`src/rtl/keypad_pkg.sv`:
```
// Shared key codes, entry FSM states and key classification for keypad operand entry.
// Optional backspace key support is enabled by defining KEYPAD_BACKSPACE_EN.
package keypad_pkg;

  localparam logic [3:0] KEY_CONFIRM = 4'hA;
  localparam logic [3:0] KEY_BACK    = 4'hB;
  localparam logic [3:0] KEY_CLEAR   = 4'hC;

  typedef enum logic [2:0] {
    ENTRY_A = 3'd0,
    CONV_A  = 3'd1,
    ENTRY_B = 3'd2,
    CONV_B  = 3'd3,
    DONE    = 3'd4
  } entry_state_t;

  function automatic logic is_digit(input logic [3:0] code);
    return code <= 4'd9;
  endfunction

endpackage

```
`src/rtl/bcd2bin_seq.sv`:
```
// Sequential BCD-to-binary converter: one multiply-by-10 accumulate per cycle, MSD first.
// done_o marks the final cycle, when result_o already carries the finished value.
module bcd2bin_seq #(
  parameter int DIGITS = 3,
  parameter int BIN_W  = $clog2(10**DIGITS)
) (
  input  logic                  clk,
  input  logic                  n_reset,
  input  logic                  start_i,
  input  logic [4*DIGITS-1:0]   digits_i,
  output logic                  busy_o,
  output logic                  done_o,
  output logic [BIN_W-1:0]      result_o
);
  import keypad_pkg::*;

  localparam int IW = (DIGITS > 1) ? $clog2(DIGITS) : 1;

  logic [BIN_W-1:0] acc_q, acc_d, mac;
  logic [IW-1:0]    idx_q, idx_d;
  logic             run_q, run_d;
  logic [3:0]       digit;

  assign digit = digits_i[int'(idx_q)*4 +: 4];
  assign mac   = (acc_q << 3) + (acc_q << 1) + BIN_W'(digit);

  assign busy_o   = run_q;
  assign done_o   = run_q && (idx_q == '0);
  assign result_o = mac;

  // Next accumulator/index: clear on start, then walk digits downward.
  always_comb begin
    acc_d = acc_q;
    idx_d = idx_q;
    run_d = run_q;
    if (start_i) begin
      acc_d = '0;
      idx_d = IW'(DIGITS - 1);
      run_d = 1'b1;
    end else if (run_q) begin
      acc_d = mac;
      if (idx_q == '0) run_d = 1'b0;
      else             idx_d = idx_q - 1'b1;
    end
  end

  // Conversion state registers.
  always_ff @(posedge clk or negedge n_reset) begin
    if (!n_reset) begin
      acc_q <= '0;
      idx_q <= '0;
      run_q <= 1'b0;
    end else begin
      acc_q <= acc_d;
      idx_q <= idx_d;
      run_q <= run_d;
    end
  end

endmodule

```
`src/rtl/keypad_operand_entry.sv`:
```
// Keypad operand entry: collects two BCD operands, converts each to binary, hands off.
// Define KEYPAD_BACKSPACE_EN to make key B delete the last entered digit.
module keypad_operand_entry #(
  parameter int DIGITS = 3,
  parameter int BIN_W  = $clog2(10**DIGITS)
) (
  input  logic                         clk,
  input  logic                         n_reset,
  input  logic [3:0]                   key_code,
  input  logic                         key_valid,
  input  logic                         ack,
  output logic [BIN_W-1:0]             operand_a,
  output logic [BIN_W-1:0]             operand_b,
  output logic                         operands_valid,
  output logic [4*DIGITS-1:0]          entry_bcd,
  output logic [$clog2(DIGITS+1)-1:0]  digit_count,
  output logic                         entry_sel,
  output logic                         busy
);
  import keypad_pkg::*;

  localparam int CW = $clog2(DIGITS + 1);
  localparam int EW = 4 * DIGITS;

  entry_state_t   state_q, state_d;
  logic           key_v_q;
  logic [3:0]     key_q;
  logic [EW-1:0]  bcd_q, bcd_d;
  logic [CW-1:0]  cnt_q, cnt_d;
  logic [BIN_W-1:0] opa_q, opa_d, opb_q, opb_d;
  logic           conv_start, conv_busy, conv_done;
  logic [BIN_W-1:0] conv_res;
  logic           in_conv, in_entry;

  assign in_conv  = (state_q == CONV_A) || (state_q == CONV_B);
  assign in_entry = (state_q == ENTRY_A) || (state_q == ENTRY_B);

  bcd2bin_seq #(
    .DIGITS (DIGITS),
    .BIN_W  (BIN_W)
  ) u_conv (
    .clk      (clk),
    .n_reset  (n_reset),
    .start_i  (conv_start),
    .digits_i (bcd_q),
    .busy_o   (conv_busy),
    .done_o   (conv_done),
    .result_o (conv_res)
  );

  // Key capture; keys arriving mid-conversion or alongside an ack are dropped.
  always_ff @(posedge clk or negedge n_reset) begin
    if (!n_reset) begin
      key_v_q <= 1'b0;
      key_q   <= 4'h0;
    end else begin
      key_v_q <= key_valid && !in_conv && !((state_q == DONE) && ack);
      key_q   <= key_code;
    end
  end

  // Entry FSM next-state and datapath updates.
  always_comb begin
    state_d    = state_q;
    bcd_d      = bcd_q;
    cnt_d      = cnt_q;
    opa_d      = opa_q;
    opb_d      = opb_q;
    conv_start = 1'b0;
    unique case (state_q)
      ENTRY_A, ENTRY_B: begin
        if (key_v_q) begin
          unique case (1'b1)
            is_digit(key_q): begin
              if (cnt_q < CW'(DIGITS)) begin
                bcd_d = EW'({bcd_q, key_q});
                cnt_d = cnt_q + 1'b1;
              end
            end
            key_q == KEY_CONFIRM: begin
              conv_start = 1'b1;
              state_d = (state_q == ENTRY_A) ? CONV_A : CONV_B;
            end
            key_q == KEY_CLEAR: begin
              bcd_d   = '0;
              cnt_d   = '0;
              opa_d   = '0;
              opb_d   = '0;
              state_d = ENTRY_A;
            end
`ifdef KEYPAD_BACKSPACE_EN
            key_q == KEY_BACK: begin
              if (cnt_q != '0) begin
                bcd_d = bcd_q >> 4;
                cnt_d = cnt_q - 1'b1;
              end
            end
`endif
            default: ;
          endcase
        end
      end
      CONV_A: begin
        if (conv_done) begin
          opa_d   = conv_res;
          bcd_d   = '0;
          cnt_d   = '0;
          state_d = ENTRY_B;
        end
      end
      CONV_B: begin
        if (conv_done) begin
          opb_d   = conv_res;
          bcd_d   = '0;
          cnt_d   = '0;
          state_d = DONE;
        end
      end
      DONE: begin
        if (ack) begin
          opa_d   = '0;
          opb_d   = '0;
          state_d = ENTRY_A;
        end else if (key_v_q && (key_q == KEY_CLEAR)) begin
          bcd_d   = '0;
          cnt_d   = '0;
          opa_d   = '0;
          opb_d   = '0;
          state_d = ENTRY_A;
        end
      end
      default: state_d = ENTRY_A;
    endcase
  end

  // State and operand registers.
  always_ff @(posedge clk or negedge n_reset) begin
    if (!n_reset) begin
      state_q <= ENTRY_A;
      bcd_q   <= '0;
      cnt_q   <= '0;
      opa_q   <= '0;
      opb_q   <= '0;
    end else begin
      state_q <= state_d;
      bcd_q   <= bcd_d;
      cnt_q   <= cnt_d;
      opa_q   <= opa_d;
      opb_q   <= opb_d;
    end
  end

  assign operand_a      = opa_q;
  assign operand_b      = opb_q;
  assign operands_valid = (state_q == DONE);
  assign entry_bcd      = bcd_q;
  assign digit_count    = cnt_q;
  assign entry_sel      = (state_q == ENTRY_B) || (state_q == CONV_B) ||
                          (state_q == DONE);
  assign busy           = in_conv && conv_busy;

  logic unused_ok;
  assign unused_ok = in_entry;

endmodule
```
`config.mk`:
```
export PLATFORM = sky130hd
export DESIGN_NAME = keypad_operand_entry
export DESIGN_NICKNAME = d
export VERILOG_FILES = /design/src/rtl/keypad_pkg.sv /design/src/rtl/bcd2bin_seq.sv /design/src/rtl/keypad_operand_entry.sv
export SDC_FILE = /design/constraint.sdc
export NUM_CORES = 1
export LEC_CHECK = 0
export BUFFER_PORTS_ARGS = -buffer_cell sky130_fd_sc_hd__buf_4
export CAP_MARGIN = 20
export CELL_PAD_IN_SITES_DETAIL_PLACEMENT = 0
export CELL_PAD_IN_SITES_GLOBAL_PLACEMENT = 1
export CORE_UTILIZATION = 45
export CTS_BUF_LIST = sky130_fd_sc_hd__clkbuf_4 sky130_fd_sc_hd__clkbuf_8
export CTS_CLUSTER_SIZE = 12
export DETAILED_ROUTE_END_ITERATION = 16
export PLACE_DENSITY = 0.87
export SLEW_MARGIN = 10
export SYNTH_ARGS = -nofsm -noshare
export SYNTH_HDL_FRONTEND = slang
export SYNTH_SLANG_ARGS = --single-unit
```
`constraint.sdc`:
```
create_clock -name clk -period 3.3 [get_ports clk]
set_clock_uncertainty 0.1 [all_clocks]
set_input_delay 0.165 -clock clk [delete_from_list [all_inputs] [get_ports clk]]
set_output_delay 0.165 -clock clk [all_outputs]
set_load 0.02 [all_outputs]
```
== Yosys cells after proc, flatten, opt, wreduce, memory -nomap -nowiden ==
Index checks and enable logic that the tools add are counted.

* Div/mod/pow operators: 0
* Mux-type cells: 40
* Add/sub/neg operators: 4
* Equal/unequal tests: 18
* Reduce and logical (&&, ||, !) cells: 24
* Multipliers: 0
* Shift-type cells: 1
* Magnitude comparators: 2
* Bitwise logic cells: 0

{| class="wikitable"
|+ Operator list
! kind !! number
|-
| $mux 12 || 5
|-
| $pmux 10 s3 || 2
|-
| $mux 10 || 5
|-
| $pmux 12 s3 || 1
|-
| $pmux 12 s2 || 1
|-
| $mux 2 || 9
|-
| $mux 9 || 2
|-
| $mux 3 || 5
|-
| $reduce_and 5->1 || 3
|-
| $ne 2x2->1 const B || 6
|-
| $pmux 3 s4 || 1
|-
| $shiftx 12x5->4 || 1
|-
| $add 10x10->10 || 1
|-
| $add 10x4->10 || 1
|-
| $ne 3x3->1 const B || 3
|-
| $reduce_bool 3->1 || 3
|-
| $eq 4x4->1 const B || 2
|-
| $reduce_and 7->1 || 1
|-
| $eq 3x2->1 const B || 2
|-
| $logic_and 1x1->1 || 6
|-
| $mux 1 || 6
|-
| $pmux 2 s3 || 1
|-
| $pmux 3 s2 || 1
|-
| $le 4x4->1 const B || 1
|-
| other kinds (15) || 20
|}

* Input bits: 8
* Logic and storage cells: 99
* Memories kept: 0
* ROM bits: 0
* Memory bits (writable): 0
* Latch bits: 0
* Register bits: 54

== Longest topological paths before layout ==
* Depth in word-level cells: 6
* Depth in mapped cells: 13

== Hierarchy ==
A second synthesis with hierarchy kept.

* Cells, all modules: 229
* Area, all modules: 2715.1 um^2

{| class="wikitable"
|+ By module, submodules not included
! module !! times used !! cells each !! area each (um^2) !! sequential area each (um^2)
|-
| keypad_operand_entry || 1 || 122 || 1704.1 || 1051.0
|-
| bcd2bin_seq || 1 || 107 || 1011.0 || 300.3
|}

== Worst setup path after synthesis ==
No wires, ideal clock.

* Path kind: flip-flop to flip-flop
* Start: register u_conv.idx_q[1]
* End: register u_conv.acc_q[8]
* Path buffers: 1
* Stages on the path, launching flop included: 12
* Setup time: 77 ps
* Arrival time: 2836 ps
* Period minus slack after synthesis: 3013 ps
* Setup slack: 287 ps
* Cells stage by stage: dfrtp_1 -> clkbuf_1 -> mux2i_1 -> nor2_1 -> a21oi_1 -> fa_1 -> fa_1 -> nand2b_1 -> a2111oi_0 -> a311oi_1 -> or2_1 -> a21oi_1

* Word-level cells in the longest chain between the ends: 4

{| class="wikitable"
|+ RTL lines
! what !! RTL line !! source
|-
| from (decl) || bcd2bin_seq.sv:20 || <nowiki>logic [IW-1:0] idx_q, idx_d;</nowiki>
|-
| from (signal assigned) || bcd2bin_seq.sv:55 || <nowiki>idx_q <= idx_d;</nowiki>
|-
| $shiftx 12x5->4 || bcd2bin_seq.sv:24 || <nowiki>assign digit = digits_i[int'(idx_q)*4 +: 4];</nowiki>
|-
| $add 10x4->10 || bcd2bin_seq.sv:25 || <nowiki>assign mac = (acc_q << 3) + (acc_q << 1) + BIN_W'(digit);</nowiki>
|-
| $mux 9 || bcd2bin_seq.sv:40 || <nowiki>end else if (run_q) begin</nowiki>
|-
| $mux 9 || bcd2bin_seq.sv:36 || <nowiki>if (start_i) begin</nowiki>
|-
| to (signal assigned) || bcd2bin_seq.sv:50 || <nowiki>acc_q <= '0;</nowiki>
|-
| to (signal assigned) || bcd2bin_seq.sv:54 || <nowiki>acc_q <= acc_d;</nowiki>
|-
| to (decl) || bcd2bin_seq.sv:19 || <nowiki>logic [BIN_W-1:0] acc_q, acc_d, mac;</nowiki>
|}

No other way between the ends. The select of a mux whose other input is x is not followed.
A chain may end at the register's enable or synchronous reset.

== Worst setup path in the final report ==
Ends and elaborated chain as after synthesis.

==> results.sh <==
export IMPL_syn_nets=337
export IMPL_drive_above_1_share_pct=19.44
export IMPL_coreArea_um2=6350
export IMPL_layout_nets=385
export IMPL_p_per_area_nw_per_um2=735.9
export IMPL_die_area_um2=6938
export IMPL_clock_sinks=54
export IMPL_clock_latency_ps=320
export IMPL_ant_nets=0
export IMPL_io_pins=45
export IMPL_power_frac_seq_pct=38.1
export IMPL_power_switching_w=0.001096
export IMPL_synth_edf_count=0
export IMPL_synth_flop_cell="dfrtp_1"
export IMPL_yosysTopAreaCell="dfrtp_1"
export IMPL_tritoncts="done"
export IMPL_wl_per_cell_um=15.14
export IMPL_dpl_hpwl_um=4776
export IMPL_yosys_top_cells_area="dfrtp_1 (45%), nand2_1 (8.3%), ha_1 (6.7%)"
export IMPL_syn_avg_cell_area_um2=9.563
export IMPL_ys_seq_elements=54
export IMPL_synth_top_cell_area_share_pct=45.44
export IMPL_grt_pass1_wl_um=11140
export IMPL_slew_viol_final=0
export IMPL_utilization_pct=55.63
export IMPL_worst_pin_slew_ps=920.5
export IMPL_use_met3_pct=3.380
export IMPL_viasPerCell=5.352
export IMPL_synthCells=311
export IMPL_start_kind="register"
export IMPL_leakage_nw=1.678
export IMPL_hold_viol=0
export IMPL_clock_root_buffer="clkbuf_8"
export IMPL_yosys_warnings=0
export IMPL_cp_buffers_inverters=0
export IMPL_route_detailed_drc=0
export IMPL_power_internal_w=0.001503
export IMPL_fin_crit_ps=3149
export IMPL_start_util_pct=46.84
export IMPL_critPathRequiredTime_ps=3440
export IMPL_drt_pass1_iter_count=4
export IMPL_yosysMostFrequentCell="nand2_1"
export IMPL_met1_usage_pct=27.67
export IMPL_synth_cell_types=53
export IMPL_end_kind="register"
export IMPL_crit_family="adder cells"
export IMPL_cpMaxStageDelayCell="fa_1"
export IMPL_grt_pass1_vias=2283
export IMPL_max_stage_delay_ps=480
export IMPL_holdWs_ps=156.5
export IMPL_cts_htree_levels=2
export IMPL_wl_um=6614
export IMPL_dr_total_vias=2339
export IMPL_path_class="register to register"
export IMPL_worstPathArrival_ps=3290
export IMPL_synth_commonest_cells="nand2_1 (66), dfrtp_1 (54), nor2_1 (24), o21ai_0 (19)"
export IMPL_clock_power_share_pct=18.1
export IMPL_fmax_mhz=317.6
export IMPL_die_x_um=83.30
export IMPL_path_clk_slew_ps=100
export IMPL_drv_cap=0
export IMPL_finalCritPeriodShare_pct=95.42
export IMPL_yosysSeqAreaShare_pct=45.44
export IMPL_synth_area_um2=2974
export IMPL_grt_max_degree=55
export IMPL_holdCritPathClass="input port to register"
export IMPL_antenna_found_initial=0
export IMPL_diodes=0
export IMPL_io_buffer_count=44
export IMPL_clk_path_buf_depth=2
export IMPL_num_rows=29
export IMPL_numCtsBuffers=5
export IMPL_crit_chain="mux2i_1, nor2_1, a21oi_1, fa_1, fa_1, nand2b_1, a2111oi_1, a311oi_1, or2_1, a21oi_1"
export IMPL_cp_max_fo=7
export IMPL_met2_usage_pct=32.94
export IMPL_vdd_drop_max_mv=0.4514
export IMPL_maxSlewHeadroom_pct=38.49
export IMPL_busiest_layer="met2"
export IMPL_async_flop_share_pct=100.0
export IMPL_status="finished, final reports clean"
export IMPL_die_h_um=83.30
export IMPL_drt_iter0_drc=140
export IMPL_combPwrFrac_pct=43.8
export IMPL_overflow=0
export IMPL_syn_to_final_growth_pct=18.76
export IMPL_setup_violations=0
export IMPL_grtUsageTotal_pct=20.17
export IMPL_swShare_pct=42.18
export IMPL_gp_congestion=0.8751
## state kept, by name (all words and copies together), names as in the netlist
register       flops
entry_bcd         12
operand_a         10
operand_b         10
u_conv.acc_q       9
key_q              4
state_q            3
digit_count        2
u_conv.idx_q       2
key_v_q            1
u_conv.busy_o      1
## cell type report
cell class              instances  area [µm²]
repair buffers                 53       415.4
clock inverters                 3       48.80
flip-flops and latches         54        1353
multi-input cells             232        1501
well taps                      77       96.34
inverters                      13       48.80
fillers                       559        2818
clock buffers                   5       68.82
## repair_timing
item                                   in CTS  in global routing
setup endpoints to repair                   0                  3
endpoints found under the hold margin      59                  0
gates resized for setup                     0                  2
hold buffers                                7                  0
setup buffers                               0                  0
## worst min-delay path, stage by stage
cell and delay, ps:
buf_4 130, nand3b_1 170, nand2_1 70
## layout by cell type, fill, tap and decap left out, types with 3 or more instances in the layout
cell type	count
clkbuf_8	5
o21ai_1	3
nand3_1	7
o31ai_1	10
nand3b_1	3
nand2_1	66
nand2b_1	7
inv_1	11
a21oi_1	16
mux2i_1	7
buf_4	46
nor2b_1	4
o21ai_0	19
ha_1	16
or2_2	4
xor2_1	3
xnor2_1	5
dlygate4sd3_1	7
nor2_1	24
dfrtp_1	53
## cells by family (layout without fill, tap and decap cells)
group           after synthesis  in the layout  synth area share, %
compound gates               71             71                16.53
xor+xnor                      8              8                2.356
fa+ha+maj                    18             18                8.077
buf+inv                      25             74                4.122
flops                        54             54                45.44
mux                           7              7                2.356
simple gates                128            128                21.12
## metal layers
| layer | vias to the layer above | wire length, µm |
|---|---|---|
| met5 | - | 0 |
| met4 | 0 | 74 |
| met3 | 6 | 240 |
| met2 | 54 | 3179 |
| met1 | 1106 | 3121 |
| li1 | 1173 | - |
## through the flow
stage                     setup WS (ps)  total power, W  std cells  instance area, µm²  setup TNS [ps]
after CTS                         124.1        0.002625        437                3530               0
after detailed placement          157.8        0.002138        422                3342               0
final                             151.2        0.002599        437                3532               0
after global placement            241.2        0.002118        422                3342               0
after global routing             -22.30        0.002792        437                3532          -22.30
after floorplan                   286.6        0.001741        311                2974               0
## power by group through the flow
stage | Clock, W | Sequential (W) | Combinational [W]
finish | 0.000472 | 0.000989 | 0.00114
global route | 0.000505 | 0.00102 | 0.00127
CTS | 0.000485 | 0.000990 | 0.00115
detailed placement | 0 | 0.00100 | 0.00113
global placement | 0 | 0.000998 | 0.00112
floorplan | 0 | 0.00107 | 0.000667
## worst paths after layout
| kind | startpoint | end | slack (ps) | depth (start not counted) |
|---|---|---|---|---|
| min in group asynchronous | n_reset | u_conv.acc_q[3] | 330 | 2 |
| hold / removal | ack | state_q[2] | 160 | 3 |
| hold reg to reg | operand_b[1] | operand_b[1] | 380 | 2 |
| setup / recovery | u_conv.idx_q[1] | u_conv.acc_q[8] | 150 | 10 |
| setup reg to reg | u_conv.idx_q[1] | u_conv.acc_q[8] | 150 | 10 |
| max in group asynchronous | n_reset | u_conv.idx_q[1] | 2300 | 2 |
Power figures use the tool's default switching activity.
